[src/rtl/adder_pkg.sv]
// Shared register map, response codes and status bit positions for the adder slave.
// Optional subtract mode is enabled with the ADDER_SUB_EN macro.
package adder_pkg;

  localparam logic [7:0] ADDR_A      = 8'h00;
  localparam logic [7:0] ADDR_B      = 8'h04;
  localparam logic [7:0] ADDR_SUM    = 8'h08;
  localparam logic [7:0] ADDR_STATUS = 8'h0C;
  localparam logic [7:0] ADDR_MODE   = 8'h10;

  localparam logic [1:0] RESP_OKAY   = 2'b00;
  localparam logic [1:0] RESP_SLVERR = 2'b10;

  localparam int STATUS_CARRY_BIT = 0;
  localparam int STATUS_OVF_BIT   = 1;

  typedef enum logic [2:0] {
    REG_A,
    REG_B,
    REG_SUM,
    REG_STATUS,
    REG_MODE,
    REG_NONE
  } reg_sel_e;

endpackage

[src/rtl/adder_core.sv]
// Combinational add/subtract datapath: sum, carry (borrow when subtracting) and signed overflow.
module adder_core #(
  parameter int W = 32
) (
  input  logic [W-1:0] a,
  input  logic [W-1:0] b,
  input  logic         sub,
  output logic [W-1:0] sum,
  output logic         carry,
  output logic         overflow
);

  logic [W-1:0] b_eff;
  logic [W:0]   full;

  // Subtraction is a + ~b + 1; the raw carry out is then the inverse of borrow.
  always_comb begin
    b_eff = sub ? ~b : b;
    full  = {1'b0, a} + {1'b0, b_eff} + {{W{1'b0}}, sub};
  end

  assign sum      = full[W-1:0];
  assign carry    = full[W] ^ sub;
  assign overflow = (a[W-1] == b_eff[W-1]) && (sum[W-1] != a[W-1]);

endmodule

[src/rtl/adder.sv]
// AXI4-Lite slave holding operands A/B and exposing SUM/STATUS as read-only registers.
// Defining ADDER_SUB_EN adds a MODE register at 0x10 selecting subtraction.
module adder
  import adder_pkg::*;
#(
  parameter int DATA_WIDTH = 32,
  parameter int ADDR_WIDTH = 8
) (
  input  logic                    s1_axi_aclk,
  input  logic                    s1_axi_aresetn,
  input  logic [ADDR_WIDTH-1:0]   s1_axi_awaddr,
  input  logic                    s1_axi_awvalid,
  output logic                    s1_axi_awready,
  input  logic [DATA_WIDTH-1:0]   s1_axi_wdata,
  input  logic [DATA_WIDTH/8-1:0] s1_axi_wstrb,
  input  logic                    s1_axi_wvalid,
  output logic                    s1_axi_wready,
  output logic [1:0]              s1_axi_bresp,
  output logic                    s1_axi_bvalid,
  input  logic                    s1_axi_bready,
  input  logic [ADDR_WIDTH-1:0]   s1_axi_araddr,
  input  logic                    s1_axi_arvalid,
  output logic                    s1_axi_arready,
  output logic [DATA_WIDTH-1:0]   s1_axi_rdata,
  output logic [1:0]              s1_axi_rresp,
  output logic                    s1_axi_rvalid,
  input  logic                    s1_axi_rready
);

  // Handshakes: a transfer happens on a rising edge where valid and ready are both high.
  // AW and W are accepted together in one cycle; B and R are held until their ready.

  logic [DATA_WIDTH-1:0] reg_a;
  logic [DATA_WIDTH-1:0] reg_b;
  logic                  mode_sub;
  logic [DATA_WIDTH-1:0] sum;
  logic                  carry;
  logic                  overflow;
  logic [DATA_WIDTH-1:0] status;

  adder_core #(.W(DATA_WIDTH)) u_core (
    .a        (reg_a),
    .b        (reg_b),
    .sub      (mode_sub),
    .sum      (sum),
    .carry    (carry),
    .overflow (overflow)
  );

  always_comb begin
    status                   = '0;
    status[STATUS_CARRY_BIT] = carry;
    status[STATUS_OVF_BIT]   = overflow;
  end

  function automatic reg_sel_e decode(input logic [ADDR_WIDTH-1:0] addr);
    logic [ADDR_WIDTH-1:0] w;
    w = {addr[ADDR_WIDTH-1:2], 2'b00};
    if (w == ADDR_WIDTH'(ADDR_A))      return REG_A;
    if (w == ADDR_WIDTH'(ADDR_B))      return REG_B;
    if (w == ADDR_WIDTH'(ADDR_SUM))    return REG_SUM;
    if (w == ADDR_WIDTH'(ADDR_STATUS)) return REG_STATUS;
`ifdef ADDER_SUB_EN
    if (w == ADDR_WIDTH'(ADDR_MODE))   return REG_MODE;
`endif
    return REG_NONE;
  endfunction

  function automatic logic [DATA_WIDTH-1:0] merge(
    input logic [DATA_WIDTH-1:0]   old,
    input logic [DATA_WIDTH-1:0]   data,
    input logic [DATA_WIDTH/8-1:0] strb
  );
    logic [DATA_WIDTH-1:0] r;
    r = old;
    for (int i = 0; i < DATA_WIDTH/8; i++) begin
      if (strb[i]) r[i*8 +: 8] = data[i*8 +: 8];
    end
    return r;
  endfunction

  logic     wr_fire;
  logic     rd_fire;
  reg_sel_e wr_sel;
  reg_sel_e rd_sel;

  assign wr_fire = s1_axi_awready && s1_axi_awvalid && s1_axi_wvalid;
  assign rd_fire = s1_axi_arready && s1_axi_arvalid;
  assign wr_sel  = decode(s1_axi_awaddr);
  assign rd_sel  = decode(s1_axi_araddr);

  logic [DATA_WIDTH-1:0] rd_data;
  logic [1:0]            rd_resp;

  always_comb begin
    rd_data = '0;
    rd_resp = RESP_OKAY;
    case (rd_sel)
      REG_A:      rd_data = reg_a;
      REG_B:      rd_data = reg_b;
      REG_SUM:    rd_data = sum;
      REG_STATUS: rd_data = status;
      REG_MODE:   rd_data = {{(DATA_WIDTH-1){1'b0}}, mode_sub};
      default:    rd_resp = RESP_SLVERR;
    endcase
  end

  always_ff @(posedge s1_axi_aclk) begin
    if (!s1_axi_aresetn) begin
      s1_axi_awready <= 1'b0;
      s1_axi_wready  <= 1'b0;
      s1_axi_bvalid  <= 1'b0;
      s1_axi_bresp   <= RESP_OKAY;
      reg_a          <= '0;
      reg_b          <= '0;
    end else begin
      s1_axi_awready <= s1_axi_awvalid && s1_axi_wvalid && !s1_axi_bvalid && !s1_axi_awready;
      s1_axi_wready  <= s1_axi_awvalid && s1_axi_wvalid && !s1_axi_bvalid && !s1_axi_awready;
      if (wr_fire) begin
        s1_axi_bvalid <= 1'b1;
        s1_axi_bresp  <= (wr_sel == REG_A || wr_sel == REG_B || wr_sel == REG_MODE)
                         ? RESP_OKAY : RESP_SLVERR;
        if (wr_sel == REG_A) reg_a <= merge(reg_a, s1_axi_wdata, s1_axi_wstrb);
        if (wr_sel == REG_B) reg_b <= merge(reg_b, s1_axi_wdata, s1_axi_wstrb);
      end else if (s1_axi_bvalid && s1_axi_bready) begin
        s1_axi_bvalid <= 1'b0;
      end
    end
  end

`ifdef ADDER_SUB_EN
  always_ff @(posedge s1_axi_aclk) begin
    if (!s1_axi_aresetn) begin
      mode_sub <= 1'b0;
    end else if (wr_fire && wr_sel == REG_MODE && s1_axi_wstrb[0]) begin
      mode_sub <= s1_axi_wdata[0];
    end
  end
`else
  assign mode_sub = 1'b0;
`endif

  // Read data is captured from the current register values, so a write landing on
  // the same edge is only visible to the following read.
  always_ff @(posedge s1_axi_aclk) begin
    if (!s1_axi_aresetn) begin
      s1_axi_arready <= 1'b0;
      s1_axi_rvalid  <= 1'b0;
      s1_axi_rdata   <= '0;
      s1_axi_rresp   <= RESP_OKAY;
    end else begin
      s1_axi_arready <= s1_axi_arvalid && !s1_axi_rvalid && !s1_axi_arready;
      if (rd_fire) begin
        s1_axi_rvalid <= 1'b1;
        s1_axi_rdata  <= rd_data;
        s1_axi_rresp  <= rd_resp;
      end else if (s1_axi_rvalid && s1_axi_rready) begin
        s1_axi_rvalid <= 1'b0;
      end
    end
  end

endmodule

[config.mk]
export PLATFORM = sky130hd
export DESIGN_NAME = adder
export DESIGN_NICKNAME = d
export VERILOG_FILES = /design/src/rtl/adder_pkg.sv /design/src/rtl/adder_core.sv /design/src/rtl/adder.sv
export SDC_FILE = /design/constraint.sdc
export NUM_CORES = 1
export LEC_CHECK = 0
export ABC_AREA = 0
export CORE_MARGIN = 10
export CORE_UTILIZATION = 54
export CTS_CLUSTER_SIZE = 20
export DETAILED_ROUTE_END_ITERATION = 10
export PLACE_DENSITY = 0.81
export SYNTH_ARGS = -nofsm -noshare
export SYNTH_HDL_FRONTEND = slang
export SYNTH_SLANG_ARGS = --single-unit
[constraint.sdc]
create_clock -name s1_axi_aclk -period 3.5 [get_ports s1_axi_aclk]
set_input_delay 0.525 -clock s1_axi_aclk [delete_from_list [all_inputs] [get_ports s1_axi_aclk]]
set_output_delay 0.525 -clock s1_axi_aclk [all_outputs]
set_load 0.1 [all_outputs]
==> metrics.cfg <==
[clocking]
h-tree-depth=3
ctsHoldBuffers=0
post_cts_buffers=0
cts_tree=built
cts_buffer_depth=2
clockRootBuffer=clkbuf_8
cts_buffers=9
numClockSinks=102
clk_pin_slew_ns=0.10
ctsResizeCount=0
clkLatencyLatePin_ns=0.40

[routing]
via_per_inst=6.19
dr_total_vias=5835
route.met3.wl_um=1060
drt-initial-drc-count=611
antenna_left=0
top_layer=met4
drtPass1Iterations=6
wl_um=17500
wl_per_cell_um=18.5
wl_met1_um=7410
drcViolationCount=0
met2_length_um=8610

[final_layout]
regArea_mm2=0.00204
final_cell_mix=nor2_1, dfxtp_1, clkdlybuf4s50_1
finalNetCount=890
layout-drive-gt1-share=0.0598
n_fill_cell=935
mostFrequentLayoutCell=nor2_1
design_area_mm2=0.00731
n_antenna_cell=0
multiInputGateArea_mm2=0.00378
syn2layout_area_growth_pct=20.6

[place]
dpl_cell_area_mm2=0.00710
dpl.hpwl_um=13000
numPortBuffers=93
place.gp.congestion=0.968
preCtsSetupSlack_ns=0.447

[critical_path]
path_max_fanout=4
timing.rr.end=s1_axi_rdata[24]
timing.rr.start=reg_a[0]
worstRegToRegCells=9
start_kind=register
critPathRequiredTime_ns=3.78
cp-end-kind=register
r2r_slack_ns=0.57
worstPathArrival_ns=3.20
crit_type=register to register

[sta]
slew_headroom=0.320
rsz0062_at_grt=no
fin_crit_sh=0.836
final.setup.tns_ns=0
clock_skew_ns=0.0129
clock.fmax_ghz=0.342
holdWs_ns=0.455
setup_slack_ns=0.575
min_period_ns=2.93
setup_violations=0
drv_slew=0
timing_hold_violations_final=0
tightest_slew_ns=1.02

[global_routing]
grt_pass1_vias=5698
grt_max_degree=43
grt_overflow=0
grt_pass1_wl_um=28800
antenna_found_initial=0
globalRouteTotalUtil=0.214

[power_and_ir_drop]
leakagePower_nw=2.73
pwr_density_cell_mw_per_mm2=293
ir_drop_mv=0.364
finalPower_mw=2.14

[die]
fp.dieH_um=126
die_area_mm2=0.0159
fp.dieW_um=126
coreArea_mm2=0.0109
num_rows=38
initial_core_util=0.556
ios=100

[yosys]
syn_inst=721
synth_flop_cell=dfxtp_1
ys_seq_area_frac=0.337
netlist.area_leader.share=0.337
ys_ff_latch=102
avgSynthCellArea_um2=8.40
synth.cell_area_mm2=0.00606
synth_area_leaders=dfxtp_1, mux2i_1, nor2_1
synth_largest_area_cell=dfxtp_1
synth_cell_types=68
yosysWarnings=0
synth_async_sr_flop_share=0
synth_edf_count=0

[hold_path]
worstHoldEndpoint=s1_axi_arready
whs_path_depth=1
hold_start=s1_axi_rvalid
hold_path_class=register to register

[outcome]
status=completed

[job]
drv_cap=0

==> per-stage QoR <==
| stage | util | cells |
|---|---|---|
| final | 0.671 | 943 |
| after global routing | 0.671 | 943 |
| after CTS | 0.671 | 943 |
| after detailed placement | 0.652 | 927 |
| after global placement | 0.652 | 927 |
| after floorplan | - | 722 |
==> sequential cells by signal, indices dropped and copies added (netlist names) <==
name            cells
s1_axi_rdata       32
s1_axi_bresp        1
s1_axi_wready       1
s1_axi_bvalid       1
reg_b              32
reg_a              32
s1_axi_rresp        1
s1_axi_rvalid       1
s1_axi_arready      1
==> cell type report <==
cell class / count / area share
inverter: 14 / 0.00719
tap: 140 / 0.0240
sequential: 102 / 0.279
multi-input combinational: 563 / 0.518
clock buffer: 12 / 0.0212
clock inverter: 4 / 0.00753
timing repair buffer: 108 / 0.143
==> kinds of logic (layout without fill, tap and decap cells) <==
logic type / after synthesis / in the layout / synth area share
other: 1 / 2 / 0.000619
adder cells (fa/ha/maj): 33 / 33 / 0.0694
AO/OA/AOI/OAI: 197 / 197 / 0.214
buffers and inverters: 57 / 138 / 0.0388
XOR/XNOR: 20 / 20 / 0.0289
AND/OR/NAND/NOR: 238 / 238 / 0.190
multiplexers: 73 / 73 / 0.121
flip-flops: 102 / 102 / 0.337
==> Yosys cell counts (all sizes together), types with 2 or more instances <==
cell type and number:
mux2i 72, xor2 13, dfxtp 102, a22oi 22
a21boi 2, o21a 7, nand2 54, nor3b 2
nor2b 3, buf 8, a41o 2, or2 4
o211ai 4, a21o 10, or4 6, xnor2 7
o22ai 17, a221oi 3, a221o 4, ha 32
a211o 2, nand3 9, o21ai 32, nor2 118
o31ai 4, a31oi 4, and3 4, a222oi 4
inv 14, nor4 7, o311ai 3, and2 2
o21bai 7, a22o 4, nand4 13, nor3 11
nand2b 2, clkbuf 35, a21oi 53, a211oi 3
==> routing by layer <==
metal  up-vias  global-route usage
met3        39              0.0533
met5         -                   0
met1      2781               0.261
li1       2792                   -
met2       223               0.364
met4         0              0.0610
==> critical path, cell delays in order, from the launching register on <==
cell and delay (ns):
dfxtp_1 0.35, ha_1 0.23, fa_1 0.40, a21oi_1 0.21, o22ai_1 0.18, o21ai_1 0.33, a2111oi_0 0.17, nor3_1 0.62
xor2_1 0.22, o22ai_1 0.10
==> worst max path at each step <==
stage,start,end,cells after the start
after floorplan,s1_axi_arready,s1_axi_rdata[29],5
after global placement,s1_axi_araddr[7],s1_axi_rdata[23],7
after detailed placement,s1_axi_araddr[7],s1_axi_rdata[23],7
after CTS,reg_a[0],s1_axi_rdata[26],9
after global routing,reg_a[8],s1_axi_rdata[27],8
final,reg_a[0],s1_axi_rdata[24],9
==> report_power, final <==
group,internal (mW),switching [mW]
clock network,0.372,0.417
logic,0.0761,0.108
registers,1.16,0.00369
Note: power is estimated with default switching activity, not from simulation.
